## src/rtl/input_cond_pkg.sv

```systemverilog
// Shared defaults, counter-width helper and per-channel event type for input_conditioner.
package input_cond_pkg;

  localparam int DEF_CHANNELS        = 4;
  localparam int DEF_SYNC_STAGES     = 2;
  localparam int DEF_DEBOUNCE_CYCLES = 16;
  localparam int DEF_LONG_CYCLES     = 32768;

  // Bits needed to count 0..n-1, never narrower than one bit.
  function automatic int cnt_width(input int n);
    return (n <= 2) ? 1 : $clog2(n);
  endfunction

  typedef struct packed {
    logic level;
    logic press;
    logic release_pulse;
    logic long_press;
  } chan_evt_t;

endpackage

```

## src/rtl/input_cond_channel.sv

```systemverilog
// One conditioner channel: reset-to-inactive synchroniser, counter debouncer, edge pulses.
// Long-press detection is compiled in only when LONG_PRESS_EN is defined.
module input_cond_channel
  import input_cond_pkg::*;
#(
  parameter int SYNC_STAGES     = DEF_SYNC_STAGES,
  parameter int DEBOUNCE_CYCLES = DEF_DEBOUNCE_CYCLES,
  parameter int LONG_CYCLES     = DEF_LONG_CYCLES
) (
  input  logic      clk,
  input  logic      rst,
  input  logic      n_in,
  input  logic      enable,
  output chan_evt_t evt
);

  localparam int            CW     = cnt_width(DEBOUNCE_CYCLES);
  localparam logic [CW-1:0] C_LAST = CW'(DEBOUNCE_CYCLES - 1);

  logic [SYNC_STAGES-1:0] sync_q, sync_d;
  logic                   stable_q, stable_d;
  logic [CW-1:0]          cnt_q, cnt_d;
  logic                   press_q, press_d;
  logic                   release_q, release_d;
  logic                   synced;
  logic                   long_press;

  // The chain is active-low; it runs even while the channel is disabled.
  always_comb begin
    sync_d    = {sync_q[SYNC_STAGES-2:0], n_in};
    synced    = ~sync_q[SYNC_STAGES-1];
    stable_d  = stable_q;
    cnt_d     = '0;
    press_d   = 1'b0;
    release_d = 1'b0;
    if (!enable) begin
      stable_d = 1'b0;
    end else if (synced != stable_q) begin
      if (cnt_q == C_LAST) begin
        stable_d  = synced;
        press_d   = synced;
        release_d = ~synced;
      end else begin
        cnt_d = cnt_q + 1'b1;
      end
    end
  end

  always_ff @(posedge clk) begin
    if (rst) begin
      sync_q    <= '1;
      stable_q  <= 1'b0;
      cnt_q     <= '0;
      press_q   <= 1'b0;
      release_q <= 1'b0;
    end else begin
      sync_q    <= sync_d;
      stable_q  <= stable_d;
      cnt_q     <= cnt_d;
      press_q   <= press_d;
      release_q <= release_d;
    end
  end

`ifdef LONG_PRESS_EN
  localparam int            LW     = cnt_width(LONG_CYCLES + 1);
  localparam logic [LW-1:0] L_MAX  = LW'(LONG_CYCLES);
  localparam logic [LW-1:0] L_LAST = LW'(LONG_CYCLES - 1);

  logic [LW-1:0] long_cnt_q, long_cnt_d;
  logic          long_press_q, long_press_d;

  // Saturating hold counter; the pulse fires only on the step into saturation.
  always_comb begin
    long_cnt_d   = '0;
    long_press_d = 1'b0;
    if (enable && stable_q) begin
      long_cnt_d   = (long_cnt_q == L_MAX) ? long_cnt_q : long_cnt_q + 1'b1;
      long_press_d = (long_cnt_q == L_LAST);
    end
  end

  always_ff @(posedge clk) begin
    if (rst) begin
      long_cnt_q   <= '0;
      long_press_q <= 1'b0;
    end else begin
      long_cnt_q   <= long_cnt_d;
      long_press_q <= long_press_d;
    end
  end

  assign long_press = long_press_q;
`else
  assign long_press = 1'b0;
`endif

  assign evt.level         = stable_q;
  assign evt.press         = press_q;
  assign evt.release_pulse = release_q;
  assign evt.long_press    = long_press;

endmodule

```

## src/rtl/input_conditioner.sv

```systemverilog
// N-channel active-low input conditioner: generates one input_cond_channel per pad.
// Define LONG_PRESS_EN to build in the long-press detectors.
module input_conditioner
  import input_cond_pkg::*;
#(
  parameter int CHANNELS        = DEF_CHANNELS,
  parameter int SYNC_STAGES     = DEF_SYNC_STAGES,
  parameter int DEBOUNCE_CYCLES = DEF_DEBOUNCE_CYCLES,
  parameter int LONG_CYCLES     = DEF_LONG_CYCLES
) (
  input  logic                Clock,
  input  logic                Reset,
  input  logic [CHANNELS-1:0] nIn,
  input  logic [CHANNELS-1:0] ChanEnable,
  output logic [CHANNELS-1:0] Level,
  output logic [CHANNELS-1:0] Press,
  output logic [CHANNELS-1:0] Release,
  output logic [CHANNELS-1:0] LongPress
);

  chan_evt_t evt [CHANNELS];

  for (genvar i = 0; i < CHANNELS; i++) begin : g_chan
    input_cond_channel #(
      .SYNC_STAGES    (SYNC_STAGES),
      .DEBOUNCE_CYCLES(DEBOUNCE_CYCLES),
      .LONG_CYCLES    (LONG_CYCLES)
    ) u_chan (
      .clk   (Clock),
      .rst   (Reset),
      .n_in  (nIn[i]),
      .enable(ChanEnable[i]),
      .evt   (evt[i])
    );

    assign Level[i]     = evt[i].level;
    assign Press[i]     = evt[i].press;
    assign Release[i]   = evt[i].release_pulse;
    assign LongPress[i] = evt[i].long_press;
  end

endmodule

```

## config.mk

```make
export PLATFORM = sky130hd
export DESIGN_NAME = input_conditioner
export DESIGN_NICKNAME = d
export VERILOG_FILES = /design/src/rtl/input_cond_pkg.sv /design/src/rtl/input_cond_channel.sv /design/src/rtl/input_conditioner.sv
export SDC_FILE = /design/constraint.sdc
export NUM_CORES = 1
export LEC_CHECK = 0
export BUFFER_PORTS_ARGS = -buffer_cell sky130_fd_sc_hd__buf_2
export CORE_MARGIN = 8
export CORE_UTILIZATION = 48
export DETAILED_ROUTE_END_ITERATION = 10
export PLACE_DENSITY_LB_ADDON = 0.08
export SYNTH_ARGS = -nofsm -noshare
export SYNTH_HDL_FRONTEND = slang
export SYNTH_SLANG_ARGS = --single-unit
```

## constraint.sdc

```tcl
create_clock -name Clock -period 1 [get_ports Clock]
set_input_delay 0.2 -clock Clock [delete_from_list [all_inputs] [get_ports Clock]]
set_output_delay 0.2 -clock Clock [all_outputs]
set_load 0.05 [all_outputs]
```

; Word level (Yosys, flattened, before mapping)
; Cells that the tools add are included.
[word_totals]
inputBits = 10
out_inout_bits = 16
register_bits = 36
[classes]
n_addsub = 4
n_eq_ne = 8
bitwise_logic = 16
reduce_logical = 16
[ops]
columns = op, n
row1 = 4-bit OR reduction, 8
row2 = "4-bit by 1-bit adder with 4-bit output, second input constant", 4
row3 = "4-bit == test, second input constant", 4
row4 = 1-bit inverter, 16
row5 = 2-bit AND reduction, 4
row6 = 2-bit OR reduction, 4
row7 = 1-bit inequality test, 4

; Depth between registers and ports, before layout
; Gate-level depths: netlist of run 1.
[depth]
depth_word = 4
mapped_depth = 4

; Modules after synthesis
; From an unflattened synthesis of run 1, not the netlist that was laid out.
[unflattened]
hier_cells = 140
hier_area_um2 = 1376.3
[modules_own_cells]
columns = module, instances, area_each_um2, cells_each
row1 = input_cond_channel, 4, 344.1, 35

; Least setup slack after synthesis of run 1
; No wires, ideal clock.
[synth_timing]
kind = register to register
startpoint = register g_chan[3].u_chan.cnt_q[0]
endpoint = register g_chan[3].u_chan.cnt_q[3]
setup_ps = 64
arrival_ps = 968
path_buffers = 0
setup_slack_ps = -33
path_stages_with_launch = 5
required_time_ps = 936
cell_sequence = dfxtp_1 ha_1 and3_4 nand3b_1 nor2_1
[synth_via]
elab_chain_len = 2
[synth_lines]
columns = item, line_no
row1 = start: declaration, input_cond_channel.sv:22  ; logic [CW-1:0] cnt_q, cnt_d;
row2 = start signal: assignment, input_cond_channel.sv:59  ; cnt_q <= cnt_d;
row3 = "parallel branches: the longest is 2 deep, another holds 4-bit by 1-bit adder with 4-bit output", -
; Several ways; the timed one is not identified.
; A chain may end at the register's enable or synchronous reset.

; Final worst setup path of run 1
[layout_timing]
startpoint = register g_chan[3].u_chan.cnt_q[1]
endpoint = register g_chan[3].u_chan.cnt_q[0]
[layout_via]
elab_chain_len = 2
[layout_lines]
columns = item, line_no
row1 = 4-bit == test, input_cond_channel.sv:39  ; if (cnt_q == C_LAST) begin
row2 = 4-bit OR reduction (no source line), -
; No other way between the ends.

==> results.ini, run 1 <==
[synth]
yosysWarningCount = 0
yosysTopAreaCellShare = 0.501
ys_ff_latch = 36
synth_edf_count = 0
avgSynthCellArea_um2 = 10.4
ys_types = 26
synth_ff_type = dfxtp_1
async_reset_ff_frac = 0
synth_commonest_cells = dfxtp_1 (36), nor2_1 (19), buf_4 (16), nand3_1 (9)
synth_cells = 138
synth.cell_area_um2 = 1440
yosysTopAreaCell = dfxtp_1
ys_seq_area_frac = 0.501
synth.most_common_cell = dfxtp_1
ys_top_cells_by_area = dfxtp_1 (50%), buf_4 (8.4%), nor2_1 (5.0%), xor2_1 (4.9%), ha_1 (3.5%)

[die]
num_rows = 20
pin_count = 26
die_w_um = 70.7
core_um2 = 2950
initial_core_util = 0.487
die_y_um = 70.7
dieArea_um2 = 5000

[final_layout]
syn_to_final_growth_pct = 30.8
fin_nets = 175
num_antenna_cells = 0
drive_above_1_share = 0.559
design_area_um2 = 1880

[timing]
slew_viol_final = 0
fin_crit_sh = 1.05
skew_ns = 0.00847
post-route-worst-setup-slack_ns = -0.0451
setup_viol = 16
hold_viol_final = 0
grt_setup_unrepaired = yes
max_clock_freq_mhz = 957
period_minus_slack_ns = 1.05

[grt]
track_usage = 0.0981
grt_pass1_vias = 918
grt_max_degree = 11
grt_overflow = 0
grt_pass1_wl_um = 3770
antenna_found_initial = 0

[setup_path]
startpoint = g_chan[3].u_chan.cnt_q[1]
path_max_fanout = 4
critical_path_class = flop to flop
cp.required_ns = 1.27
arrival_ns = 1.32
rr_startpoint = g_chan[3].u_chan.cnt_q[1]
start_kind = flop
endpoint_kind = flop

[flow_run]
cap_viol_max_count = 0

[worst_hold_path]
hold_start = nIn[2]
hp-class = input port to flop

[place]
placed_area_um2 = 1530
routabilityCongestion = 0.712
dp_hpwl_um = 1530
dp_slack_ns = -0.0398
io_buffers = 21

[route]
routedWlPerCell_um = 11.7
drt_iter0_markers = 19
drc = 0
routed_wl_um = 2260
drtAntennaViolNets = 0
drt_first_pass_iters = 4
vias = 900
via_per_inst = 4.64

[clocking]
clk_path_buf_depth = 2
cts_buffers = 5
cts_tree = yes
cts_root_buffer = clkbuf_4
htreeDepth = 2
numClockSinks = 36
clock_latency_ns = 0.34
clk_pin_slew_ns = 0.10

[power_and_ir_drop]
power_mw = 2.31
peakVddDrop_mv = 0.833
power_density_nw_per_um2 = 1230
power_leakage_nw = 0.867

[status]
outcome = complete, but fails checks
violations = setup timing

## sequential cells by signal, indices dropped and copies added (netlist names)
| register | flops |
|---|---|
| g_chan.u_chan.cnt_q | 16 |
| g_chan.u_chan.stable_q | 4 |
| g_chan.u_chan.release_q | 4 |
| g_chan.u_chan.press_q | 4 |
| g_chan.u_chan.sync_q | 8 |
## kinds of logic after synthesis
kind of cell / Yosys count / synth area share
AND/OR/NAND/NOR: 54 / 0.238
AO/OA/AOI/OAI: 7 / 0.0296
flip-flops: 36 / 0.501
adder cells (fa/ha/maj): 4 / 0.0348
XOR/XNOR: 12 / 0.0836
other: 1 / 0.00261
buffers and inverters: 24 / 0.110
## critical path: stages (launching register included)
cell,delay (ns)
dfxtp_2,0.35
ha_4,0.16
and3_4,0.18
nand3b_1,0.19
nor2_1,0.11
## where the power goes
group	switching, mW	total, mW	leakage (nW)	internal [mW]
combinational	0.0752	0.138	0.535	0.0628
sequential	0.0171	1.46	0.303	1.44
clock	0.452	0.711	0.0281	0.259
total	0.544	2.31	0.867	1.76
## layout by cell type, fill, tap and decap left out, drive strengths merged
cell type   n
dfxtp      36
buf        30
nor2       19
nand3       9
xor2        8
or2         8
and3        8
inv         7
clkbuf      6
ha          4
conb        4
xnor2       4
a21oi       3
and2b       3
nand3b      3
o21ai       3
nor2b       1
nand2b      1
nor4        1
a211oi      1
and4        1
clkinv      1
## per-layer routing
layer / up-vias / track usage / wire, um
li1: 472 / - / -
met5: - / 0 / 0
met3: 7 / 0.0480 / 137
met2: 17 / 0.151 / 1080
met1: 404 / 0.0948 / 963
met4: 0 / 0.0901 / 80
## repair_timing
| action | 4_1_cts | 5_1_grt |
|---|---|---|
| gates resized for setup | 69 | 11 |
| pin swaps | 6 | 7 |
| setup endpoints to repair | 32 | 32 |
| hold buffers | 0 | 0 |
| setup buffers | 4 | 0 |
## final cells by class
cell class | instances | area [um^2]
tap | 33 | 41.3
fill | 238 | 1070
timing repair buffer | 30 | 305
inverter | 7 | 26.3
sequential | 36 | 753
multi-input combinational | 81 | 708
clock inverter | 1 | 5.00
clock buffer | 6 | 41.3
## final timing paths
path	cells past startpoint	to	slack [ns]
setup / recovery	4	g_chan[3].u_chan.cnt_q[0]	-0.05
hold reg to reg	1	g_chan[0].u_chan.sync_q[1]	0.42
hold / removal	2	g_chan[2].u_chan.sync_q[0]	0.05
setup reg to reg	4	g_chan[3].u_chan.cnt_q[0]	-0.05
## stage by stage
stage,cells,util,hold slack [ns],setup TNS (ns)
3_3_place_gp,183,0.517,0.382,-0.115
3_5_place_dp,183,0.517,0.389,-0.350
5_1_grt,194,0.637,0.0277,-1.20
6_report,194,0.637,0.0459,-0.446
2_1_floorplan,141,-,0.304,-0.00210
4_1_cts,194,0.618,0.0249,-0.677
Power figures use the tool's default switching activity.
==> run 2, diff against run 1 <==
--- a/config.mk
+++ b/config.mk
@@ -5,7 +5,7 @@
 export SDC_FILE = /design/constraint.sdc
 export NUM_CORES = 1
 export LEC_CHECK = 0
-export BUFFER_PORTS_ARGS = -buffer_cell sky130_fd_sc_hd__buf_2
+export BUFFER_PORTS_ARGS = -buffer_cell sky130_fd_sc_hd__buf_4
 export CORE_MARGIN = 8
 export CORE_UTILIZATION = 48
 export DETAILED_ROUTE_END_ITERATION = 10
==> run 2 against run 1 <==
Effect of this change:
- the run still ends with setup timing left
- combinational power grew 5%
- sequential share of layout area shrank 0.82 points
- clock skew grew 0.0044 ns
- clock-buffer cell count grew 2
- critical endpoint is now Level[3]
- largest power group unchanged
==> results.ini, run 2 (same netlist as run 1, synthesis figures left out) <==
[status]
outcome = complete, but fails checks
violations = setup timing

[setup_path]
crit_end = Level[3]
r2r_cells = 4  ; unchanged
critical_path_class = flop to primary output
path_max_fanout = 3  ; -1
crit_chain = buf_8
cp.required_ns = 0.80  ; -0.47 ns
start_kind = flop
r2r_slack_ns = -0.05  ; about the same
crit_family = flip-flops
worstPathBufferInverterCount = 1  ; +1
critPathMaxStageDelay_ns = 0.38  ; +0.03 ns
startpoint = g_chan[3].u_chan.stable_q
crit_cells = 1  ; -3
endpoint_kind = primary output
crit_path_top_delay_cell = dfxtp_4
r2r-end = g_chan[3].u_chan.cnt_q[1]
rr_startpoint = g_chan[3].u_chan.cnt_q[1]
arrival_ns = 0.86  ; -0.46 ns

[power_and_ir_drop]
power_mw = 2.41  ; +4.6%
peakVddDrop_mv = 0.885  ; +6.2%
power_density_nw_per_um2 = 1250  ; +2.0%
power_leakage_nw = 0.864  ; -0.26%

[route]
via_per_inst = 4.62  ; -0.51%
drt_iter0_markers = 26  ; +7
vias = 900  ; unchanged
drtAntennaViolNets = 0  ; unchanged
drc = 0  ; unchanged
routed_wl_um = 2440  ; +7.6%
drt_first_pass_iters = 4  ; unchanged
routedWlPerCell_um = 12.5  ; +7.0%

[final_layout]
num_antenna_cells = 0  ; unchanged
final_cell_mix = dfxtp_2 (17), dfxtp_1 (15), buf_4 (15)
syn_to_final_growth_pct = 34.2
design_area_um2 = 1930  ; +2.6%
final_core_utilization = 0.653  ; +0.0165
nFillCells = 234  ; -1.7%
drive_above_1_share = 0.586  ; +0.0274
final_common_cell = dfxtp_2
top_register = g_chan.u_chan.cnt_q
largest_register_ffs = 16  ; unchanged
top_regs = g_chan.u_chan.cnt_q: 16 flops, g_chan.u_chan.sync_q: 8 flops
fin_nets = 175  ; unchanged

[timing]
skew_ns = 0.0129  ; +0.00444 ns
hold_viol_final = 0  ; unchanged
fin_crit_sh = 1.06  ; +0.0158
period_minus_slack_ns = 1.06  ; +0.0158 ns
slew_viol_final = 0  ; unchanged
tns_ns = -0.701  ; -0.256 ns
setup_viol = 18  ; +2
grt_setup_unrepaired = yes
max_clock_freq_mhz = 943  ; -1.5%
post-route-worst-setup-slack_ns = -0.0609  ; -0.0158 ns

[grt]
grt-busiest-layer = met2
grt_max_degree = 14  ; +3
antenna_found_initial = 0  ; unchanged
track_usage = 0.102  ; +0.00343
met1_usage = 0.0938  ; -0.00107
grt_overflow = 0  ; unchanged
grt_pass1_wl_um = 3900  ; +3.3%
grtUsageMet2 = 0.172  ; +0.0206
grt_pass1_vias = 906  ; -1.3%
use_met3 = 0.0424  ; -0.00565

[place]
io_buffers = 21  ; unchanged
routabilityCongestion = 0.680  ; -4.5%
dp_hpwl_um = 1620  ; +5.8%
placed_area_um2 = 1570  ; +2.6%

[flow_run]
cap_viol_max_count = 0  ; unchanged

[clocking]
cts_root_buffer = clkbuf_4
numClockSinks = 36  ; unchanged
clock_latency_ns = 0.34  ; about the same
cts_tree = yes
cts_buffers = 5  ; unchanged
htreeDepth = 2  ; unchanged
clk_pin_slew_ns = 0.10  ; about the same
clk_path_buf_depth = 2  ; unchanged

[die]
pin_count = 26  ; unchanged
core_um2 = 2950  ; unchanged
dieArea_um2 = 5000  ; unchanged
die_y_um = 70.7  ; unchanged
initial_core_util = 0.487  ; unchanged
die_w_um = 70.7  ; unchanged
num_rows = 20  ; unchanged

[worst_hold_path]
hp-class = input port to flop

## run 2: area by class of cell
type                            count  area [um^2]  share of cell area
Clock buffer                        8         58.8              0.0305
Inverter                            7         26.3              0.0136
Tap cell                           33         41.3              0.0214
Sequential cell                    36          757               0.392
Multi-Input combinational cell     81          723               0.375
Timing Repair Buffer               30          323               0.167
## run 2: power by group
group	switching, mW	total (mW)	internal (mW)
clock network	0.466	0.813	0.347
registers	0.0166	1.46	1.44
logic	0.0781	0.145	0.0666
## run 2: layer usage
layer / up-vias / wire, um / share of wire
li1: 470 / - / -
met1: 406 / 1010 / 0.42
met4: 0 / 67 / 0.028
met3: 7 / 120 / 0.049
met5: - / 0 / 0
met2: 17 / 1240 / 0.51
## run 2: what timing repair did
| item | CTS | global route |
|---|---|---|
| endpoints found under the hold margin | 0 | 0 |
| pin swaps | 6 | 15 |
| setup endpoints to repair | 31 | 37 |
| hold buffers | 0 | 0 |
| resized for setup | 56 | 21 |
| setup buffers | 4 | 0 |
## run 2: worst min-delay path by stage
stage	endpoint	depth (start not counted)	startpoint
final	g_chan[3].u_chan.sync_q[0]	2	nIn[3]
after global routing	g_chan[3].u_chan.sync_q[0]	2	nIn[3]
after CTS	g_chan[2].u_chan.sync_q[0]	2	nIn[2]
after detailed placement	g_chan[2].u_chan.sync_q[0]	2	nIn[2]
after global placement	g_chan[2].u_chan.sync_q[0]	2	nIn[2]
after floorplan	g_chan[0].u_chan.sync_q[0]	1	nIn[0]
## run 2: metrics by stage
stage	setup WS (ns)	cells	hold slack, ns
2_1_floorplan	-0.00210	141	0.304
3_3_place_gp	-0.0277	183	0.384
3_5_place_dp	-0.0625	183	0.386
4_1_cts	-0.0797	195	0.0226
5_1_grt	-0.119	195	0.0265
6_report	-0.0609	195	0.0397
